$ cat src/rtl/dr_scan_chain.sv
// JTAG data-register stage: BYPASS / IDCODE / USER selection with capture-shift-update.
// Optional shift-length checking on USER update is enabled by defining DR_LEN_CHECK_EN.
module dr_scan_chain #(
    parameter logic [31:0] IDCODE_VAL = 32'h1000_0001,
    parameter int          USER_W     = 16,
    parameter int          IR_W       = 4
) (
    input  logic              TCK,
    input  logic              rst,
    input  logic              TDI,
    input  logic [IR_W-1:0]   JTAG_IR,
    input  logic              CAPTUREDR,
    input  logic              SHIFTDR,
    input  logic              UPDATEDR,
    input  logic [USER_W-1:0] user_in,
    output logic              TDO,
    output logic              TDO_en,
    output logic [USER_W-1:0] user_out,
    output logic              user_upd,
    output logic              len_err
);

    typedef enum logic [1:0] {
        SEL_BYPASS,
        SEL_IDCODE,
        SEL_USER
    } dr_sel_e;

    dr_sel_e           dr_sel;
    logic              bypass_sr;
    logic [31:0]       idcode_sr;
    logic [USER_W-1:0] user_sr;
    logic              do_update;

    always_comb begin
        dr_sel = SEL_BYPASS;
        if (JTAG_IR == IR_W'(1))      dr_sel = SEL_IDCODE;
        else if (JTAG_IR == IR_W'(2)) dr_sel = SEL_USER;
    end

    // Strobe priority: capture beats shift beats update.
    assign do_update = UPDATEDR && !CAPTUREDR && !SHIFTDR && (dr_sel == SEL_USER);

    always_ff @(posedge TCK) begin
        if (rst) begin
            bypass_sr <= 1'b0;
            idcode_sr <= IDCODE_VAL;
            user_sr   <= '0;
        end else if (CAPTUREDR) begin
            case (dr_sel)
                SEL_IDCODE: idcode_sr <= IDCODE_VAL;
                SEL_USER:   user_sr   <= user_in;
                default:    bypass_sr <= 1'b0;
            endcase
        end else if (SHIFTDR) begin
            case (dr_sel)
                SEL_IDCODE: idcode_sr <= {TDI, idcode_sr[31:1]};
                SEL_USER:   user_sr   <= {TDI, user_sr[USER_W-1:1]};
                default:    bypass_sr <= TDI;
            endcase
        end
    end

`ifdef DR_LEN_CHECK_EN
    localparam int CNT_W = $clog2(2*USER_W + 1);

    logic [CNT_W-1:0] shift_cnt;
    logic             len_ok;
    logic             len_err_q;

    // Counter saturates so an over-long shift can never wrap back to a "good" length.
    always_ff @(posedge TCK) begin
        if (rst || CAPTUREDR) begin
            shift_cnt <= '0;
        end else if (SHIFTDR && (shift_cnt != CNT_W'(2*USER_W))) begin
            shift_cnt <= shift_cnt + 1'b1;
        end
    end

    assign len_ok = (shift_cnt == CNT_W'(USER_W));

    always_ff @(posedge TCK) begin
        if (rst) begin
            len_err_q <= 1'b0;
        end else if (do_update && !len_ok) begin
            len_err_q <= 1'b1;
        end
    end

    assign len_err = len_err_q;
`else
    logic len_ok;
    assign len_ok  = 1'b1;
    assign len_err = 1'b0;
`endif

    always_ff @(posedge TCK) begin
        if (rst) begin
            user_out <= '0;
            user_upd <= 1'b0;
        end else begin
            user_upd <= 1'b0;
            if (do_update && len_ok) begin
                user_out <= user_sr;
                user_upd <= 1'b1;
            end
        end
    end

    always_comb begin
        case (dr_sel)
            SEL_IDCODE: TDO = idcode_sr[0];
            SEL_USER:   TDO = user_sr[0];
            default:    TDO = bypass_sr;
        endcase
    end

    assign TDO_en = SHIFTDR;

endmodule
$ cat config.mk
export PLATFORM = sky130hd
export DESIGN_NAME = dr_scan_chain
export DESIGN_NICKNAME = d
export VERILOG_FILES = /design/src/rtl/dr_scan_chain.sv
export SDC_FILE = /design/constraint.sdc
export NUM_CORES = 1
export LEC_CHECK = 0
export ABC_AREA = 1
export BUFFER_PORTS_ARGS = -buffer_cell sky130_fd_sc_hd__buf_4
export CELL_PAD_IN_SITES_DETAIL_PLACEMENT = 1
export CELL_PAD_IN_SITES_GLOBAL_PLACEMENT = 2
export CORE_MARGIN = 3
export CORE_UTILIZATION = 27
export CTS_CLUSTER_SIZE = 14
export DETAILED_ROUTE_END_ITERATION = 6
export PLACE_DENSITY = 0.72
export SYNTH_ARGS = -nofsm -noshare
export SYNTH_HDL_FRONTEND = slang
export SYNTH_SLANG_ARGS = --single-unit
$ cat constraint.sdc
create_clock -name TCK -period 1.12 [get_ports TCK]
set_clock_uncertainty 0.1 [all_clocks]
set_input_delay 0.224 -clock TCK [delete_from_list [all_inputs] [get_ports TCK]]
set_output_delay 0.224 -clock TCK [all_outputs]
set_load 0.005 [all_outputs]
==> results by group, run 1 <==
Critical path
  • Crit start category: register
  • CP startpoint: user_sr[0]$_SDFFE_PP0P_
  • CP Max Fanout: 2
  • Cells along the critical path: inv_2, o211ai_1, buf_4
  • Capturing element type of the critical path: primary output
  • Crit path buffers/inverters: 2
  • Setup slack, reg-to-reg: 0.12 ns
  • Critical Path Max Stage Delay: about 0.34 ns
  • Required @ worst endpoint: approximately 0.80 ns
  • Largest delay share family, worst path: flip-flops
  • Reg2Reg Launch Point: user_sr[0]$_SDFFE_PP0P_
  • Worst r2r dst: user_sr[0]$_SDFFE_PP0P_
  • R2R cell count: 6
  • Worst EP arrival: 1.00 ns
  • CP max stage cell: dfxtp_2
  • Critical path class: reg2out

Global route
  • Antenna violations before repair: 0
  • Remaining Overflow, GRT: 0
  • Total Routing Usage GR: 0.136
  • Global-route wire length before repair: ~13000 um
  • Pin count of the biggest net entering global routing: 33
  • Number of global-route vias before repair: about 2800

STA
  • Fin crit period: ~1.3 ns
  • Fmax: about 750 MHz
  • RSZ-0062 raised after global routing: true
  • Slew Viols, Final: 0
  • Final setup vio count: 1
  • Hold Vio Cnt, Final: 0
  • Post-route setup slack: -0.208 ns
  • TNS Setup: -0.208 ns
  • Period utilization: 1.19

Hold path
  • WHS Endpoint: user_sr[7]$_SDFFE_PP0P_
  • Hold Path Class: in2reg
  • Hold Path Cell Cnt: 5
  • Hold Startpoint: user_in[7]

Clocking
  • Clock Tree Root: clkbuf_8
  • Clock net sink count: 66
  • Num CTS Buffers: 9
  • Maximum buffer depth of the clock tree: 2
  • CTS tree: yes
  • Worst-path clk slew: 0.08 ns
  • Max H-tree Level: 3
  • Clock Latency Late Sink: between 0.3 and 0.4 ns

Drt
  • DR WL/cell: 11.8 um
  • Vias post-DR: ~2800
  • Drt pass-1 iters: 4
  • Vias per Instance: between 4 and 5
  • 1st-iter DRT viols: approximately 110
  • Post-route DRC: 0
  • Final WL: 7670 um
  • Remaining antenna violation count: 0

Outcome
  • Status: finished, violations left
  • Violations in the final reports: negative setup slack

Synthesis
  • #FFs+latches synth: 66
  • Synth Flop Type: dfxtp_1
  • Synth area leaders: dfxtp_1 (45%), nand2_1 (23%), nor2_1 (12%)
  • Mux contribution to synthesized area: 0
  • Largest area contributor in the netlist: dfxtp_1
  • Post-Synth XOR/XNOR Area: 0
  • Post-synthesis net count: around 480
  • Seq/Total Area, Yosys: 0.453
  • Main combinational cell family by area after synthesis: simple AND/OR/NAND/NOR gates
  • Number of distinct library cells after synthesis: 23
  • Ys async rst share: 0
  • Avg Inst Size Synth: ~6.4 um2
  • Post-synth top area share: 0.453
  • Cell area after synthesis: approximately 3000 um2
  • Post-synthesis compound-gate area fraction: 0.0627
  • Post-synthesis cell count: between 400 and 500
  • Number of synthesized flops with an enable pin: 0
  • Number of warnings issued by yosys: 0
  • Post-Synth Adder-Cell Area: 0
  • Simple-Gate Fraction of Synth Area: 0.379

Floorplan
  • Io pins: between 40 and 50
  • Total core area: ~10000 um2
  • Starting Density: 0.280
  • Die W: 110 um
  • Core Rows: 37
  • Die footprint: 12100 um2
  • Die Y: ~110 um

Layout
  • Ant. Diodes: 0
  • Fill cells: between 1000 and 1500
  • Area grow syn2layout: 34.6%
  • Layout cell share with drive strength beyond 1: 0.231
  • Nets: between 500 and 600

Placement
  • Port buffer count: 44
  • Final RePlAce weighted congestion: ~0.7
  • Dpl hpwl: about 5300 um

Pwr
  • Leak pwr: about 1.8 nW
  • Pwr per Cell Area: approximately 1300 nW/um2
  • Peak VDD IR: about 0.40 mV
  • Total Power: 4.96 mW

Job
  • Maxcap violations: 0
[worst min-delay path, cell delays in order]
cell	delay (ns)
buf_4	0.07
nand2_1	0.04
o21ai_0	0.06
nor2_1	0.05
nor2_1	0.08
[sequential cells by signal, indices dropped and copies added, names as in the netlist]
| register | flops |
|---|---|
| bypass_sr | 1 |
| idcode_sr | 32 |
| user_out | 16 |
| user_sr | 16 |
| user_upd | 1 |
[repair_timing]
item | 4_1_cts | 5_1_grt
endpoints found under the setup margin | 17 | 39
buffers inserted | 3 | 2
pin swaps | 2 | 3
resized for setup | 37 | 5
hold buffers | 0 | 0
[synthesized netlist by cell type, types with 2 or more instances]
library cell / count
dfxtp_1: 66
inv_2: 2
o21ai_0: 17
nor2_4: 2
nor2_1: 94
inv_1: 37
nand2_1: 176
a21oi_1: 17
nand3_2: 2
buf_4: 4
buf_2: 10
buf_6: 3
nand3_1: 4
clkbuf_1: 9
[worst max-delay path by stage]
stage                                 end  slack (ns)  cells after the start
3_5_place_dp    idcode_sr[4]$_SDFFE_PP0P_       -0.28                      9
5_1_grt                               TDO       -0.26                      3
2_1_floorplan   user_out[12]$_SDFFE_PP0P_       -0.02                      7
3_3_place_gp   idcode_sr[27]$_SDFFE_PP0P_       -0.26                      9
6_report                              TDO       -0.21                      3
4_1_cts                               TDO       -0.23                      3
[layout make-up]
class                      instances  area (um2)  share of cell area
sequential                        66        1350               0.343
multi-input combinational        319        1310               0.334
timing repair buffer              74         748               0.191
tap                              136         170              0.0434
clock buffer                      14         163              0.0414
inverter                          40         150              0.0383
clock inverter                     2        35.0             0.00893
[per-layer routing]
layer	vias to the layer above	track usage	part of all wire
li1	1460	-	-
met1	1277	0.170	0.49
met2	33	0.221	0.45
met3	12	0.0305	0.037
met4	0	0.0614	0.020
met5	-	0	0
[kinds of logic (layout without fill, tap and decap cells)]
logic type / after synthesis / after routing
and+or+nand+nor: 282 / 282
AOI/OAI and AO/OA: 36 / 36
other: 1 / 1
buffers and inverters: 67 / 130
DFF: 66 / 66
[per-stage QoR]
stage,setup WS [ns],hold slack [ns],area (um2),util,instances
after floorplan,-0.0156,0.305,2930,-,452
after global placement,-0.256,0.347,3580,0.344,630
after detailed placement,-0.278,0.349,3580,0.344,630
after CTS,-0.234,0.104,3890,0.374,649
after global routing,-0.262,0.145,3930,0.377,651
final,-0.208,0.119,3930,0.377,651
[report_power, final]
group	total [mW]	internal [mW]	switching, mW	leakage [nW]
clock	2.07	1.15	0.919	0.101
combinational	0.489	0.225	0.265	1.16
sequential	2.41	2.39	0.0150	0.543
total	4.96	3.77	1.20	1.80
[placed cells by master, fill, tap and decap left out, types with 2 or more instances in the layout]
master,synthesis,routed
nand2_1,176,175
nor2_1,94,94
dfxtp_1,66,46
buf_4,4,46
inv_1,37,36
dfxtp_2,0,20
buf_6,3,18
a21oi_1,17,17
o21ai_0,17,17
clkbuf_8,0,11
buf_12,0,10
inv_2,2,3
nand3_2,2,3
clkbuf_1,9,3
nor2_4,2,2
nand3_1,4,2
Note: power is estimated with default switching activity, not from simulation.
==> run 2, diff against run 1 <==
- CELL_PAD_IN_SITES_DETAIL_PLACEMENT: 1 -> unset
- CELL_PAD_IN_SITES_GLOBAL_PLACEMENT: 2 -> unset
- CORE_UTILIZATION: 27 -> 35
- PLACE_DENSITY: 0.72 -> 0.51
- clock period: 1.12 -> 1.7 ns (I/O delays scaled with it)
==> results by group, run 2 (synthesis results as in run 1) <==
Clocking
  • Max H-tree Level: 3 (unchanged)
  • Clock Latency Late Sink: 0.34 ns (was 0.35 ns)
  • Post-cts repair resize count: 0 (was 37)
  • Post-CTS Setup Bufs: 0 (was 3)
  • Clock Tree Root: clkbuf_8 (unchanged)
  • Worst-path clk slew: 0.08 ns (about the same)
  • Clock net sink count: 66 (unchanged)
  • Cts hold-fix bufs: 0 (unchanged)
  • Maximum buffer depth of the clock tree: 2 (unchanged)
  • CTS tree: yes (unchanged)
  • Num CTS Buffers: 9 (unchanged)

Critical path
  • Required @ worst endpoint: 1.26 ns (was 0.80 ns)
  • CP max stage cell: o211ai_1 (was dfxtp_2)
  • Worst path most repeated cell: buf_4
  • Crit start category: primary input (was register)
  • CP startpoint: JTAG_IR[3] (was user_sr[0]$_SDFFE_PP0P_)
  • Reg2Reg Launch Point: user_sr[14]$_SDFFE_PP0P_ (was user_sr[0]$_SDFFE_PP0P_)
  • Cells along the critical path: buf_4, nor2_4, nand3_2, o211ai_1, buf_4 (was inv_2, o211ai_1, buf_4)
  • Crit path buffers/inverters: 2 (unchanged)
  • Critical path class: in2out (was reg2out)
  • Largest delay share family, worst path: simple AND/OR/NAND/NOR gates (was flip-flops)
  • Critical Path Max Stage Delay: 0.20 ns (was 0.34 ns)
  • Capturing element type of the critical path: primary output (unchanged)
  • CP Max Fanout: 6 (was 2)
  • Worst EP arrival: 1.13 ns (was 1.00 ns)

Pwr
  • Total Power: 3.14 mW (was 4.96 mW)
  • Pwr per Cell Area: 883 nW/um2 (was 1260 nW/um2)
  • Leak pwr: 1.65 nW (was 1.80 nW)
  • Peak VDD IR: 0.396 mV (was 0.405 mV)

Placement
  • Port buffer count: 44 (unchanged)
  • Final RePlAce weighted congestion: 0.747 (was 0.706)
  • Pre-CTS setup slack: 0.111 ns (was -0.278 ns)
  • Dpl hpwl: 4040 um (was 5280 um)

Global route
  • Global-route wire length before repair: 10700 um (was 12800 um)
  • Total Routing Usage GR: 0.137 (was 0.136)
  • Remaining Overflow, GRT: 0 (unchanged)
  • Number of global-route vias before repair: 2413 (was 2760)
  • Pin count of the biggest net entering global routing: 43 (was 33)
  • Antenna violations before repair: 0 (unchanged)

Drt
  • 1st-iter DRT viols: 83 (was 106)
  • DR WL/cell: 10.4 um (was 11.8 um)
  • Vias post-DR: 2599 (was 2782)
  • Post-route DRC: 0 (unchanged)
  • Vias per Instance: 4.35 (was 4.27)
  • Final WL: 6240 um (was 7670 um)
  • Drt pass-1 iters: 4 (unchanged)
  • Remaining antenna violation count: 0 (unchanged)

Floorplan
  • Core Rows: 32 (was 37)
  • Die Y: 97.3 um (was 110 um)
  • Io pins: 46 (unchanged)
  • Die W: 97.3 um (was 110 um)
  • Die footprint: 9460 um2 (was 12100 um2)
  • Total core area: 7890 um2 (was 10400 um2)
  • Starting Density: 0.370 (was 0.280)

Layout
  • Register area: 1320 um2 (was 1350 um2)
  • Nets: 517 (was 536)
  • Reg with most FFs: idcode_sr (unchanged)
  • Area grow syn2layout: 22.1% (was 34.6%)
  • Commonest non-fill, non-tap cell in the layout: nand2_1 (unchanged)
  • Layout cell share with drive strength beyond 1: 0.159 (was 0.231)
  • Max reg flops: 32 (unchanged)
  • Fill cells: 851 (was 1355)
  • Commonest cells after routing, fill and taps aside: nand2_1 (176), nor2_1 (94), dfxtp_1 (66) (was nand2_1 (175), nor2_1 (94), dfxtp_1 (46), buf_4 (46), inv_1 (36))
  • Largest regs: idcode_sr: 32 flops, user_out: 16 flops, user_sr: 16 flops (unchanged)
  • Ant. Diodes: 0 (unchanged)
  • Area occupied by multi-input gates: 1290 um2 (was 1310 um2)

Job
  • Maxcap violations: 0 (unchanged)

STA
  • Slew Viols, Final: 0 (unchanged)
  • Post-route setup slack: 0.132 ns (was -0.208 ns)
  • Hold Vio Cnt, Final: 0 (unchanged)
  • Fin crit period: 1.57 ns
  • Fmax: 638 MHz
  • TNS Setup: 0 ns (was -0.208 ns)
  • RSZ-0062 raised after global routing: false (was true)
  • Period utilization: 0.922
  • Final setup vio count: 0 (was 1)

Hold path
  • Hold Startpoint: rst (was user_in[7])
  • Hold Path Class: in2reg (unchanged)

Outcome
  • Status: finished clean (was finished, violations left)
==> run 2: routing by layer <==
| metal | GRT usage | share of wire | up-vias |
|---|---|---|---|
| met5 | 0 | 0 | - |
| met2 | 0.223 | 0.44 | 42 |
| met4 | 0.0639 | 0.014 | 0 |
| met1 | 0.169 | 0.50 | 1131 |
| li1 | - | - | 1420 |
| met3 | 0.0345 | 0.041 | 6 |
==> run 2: per-stage QoR <==
step | hold slack (ns) | util | std cells | area, um2
2_1_floorplan | 0.332 | - | 452 | 2920
3_3_place_gp | 0.350 | 0.427 | 582 | 3370
3_5_place_dp | 0.347 | 0.427 | 582 | 3370
4_1_cts | 0.192 | 0.451 | 598 | 3560
5_1_grt | 0.208 | 0.451 | 598 | 3560
6_report | 0.211 | 0.451 | 598 | 3560
==> run 2: worst paths after layout <==
kind	to	slack [ns]	cells past startpoint
setup / recovery	TDO	0.13	5
hold / removal	idcode_sr[22]$_SDFFE_PP0P_	0.21	2
setup reg to reg	user_sr[13]$_SDFFE_PP0P_	0.86	4
hold reg to reg	idcode_sr[1]$_SDFFE_PP0P_	0.36	2
==> run 2: worst reg2reg max path, cell delays in order (launching register included) <==
cell and delay (ns):
dfxtp_1 0.31, inv_1 0.05, o21ai_0 0.15, nor2_1 0.07, nor2_1 0.10
==> run 2: final cells by class <==
class	count	share of cell area
Clock buffer	9	0.0348
Clock inverter	7	0.0197
Inverter	40	0.0422
Multi-Input combinational cell	319	0.363
Sequential cell	66	0.371
Tap cell	102	0.0358
Timing Repair Buffer	55	0.134
==> run 2: where the power goes <==
group	switching [mW]	leakage [nW]	internal (mW)
registers	0.00879	0.534	1.57
logic	0.154	1.03	0.112
clock network	0.623	0.0873	0.671
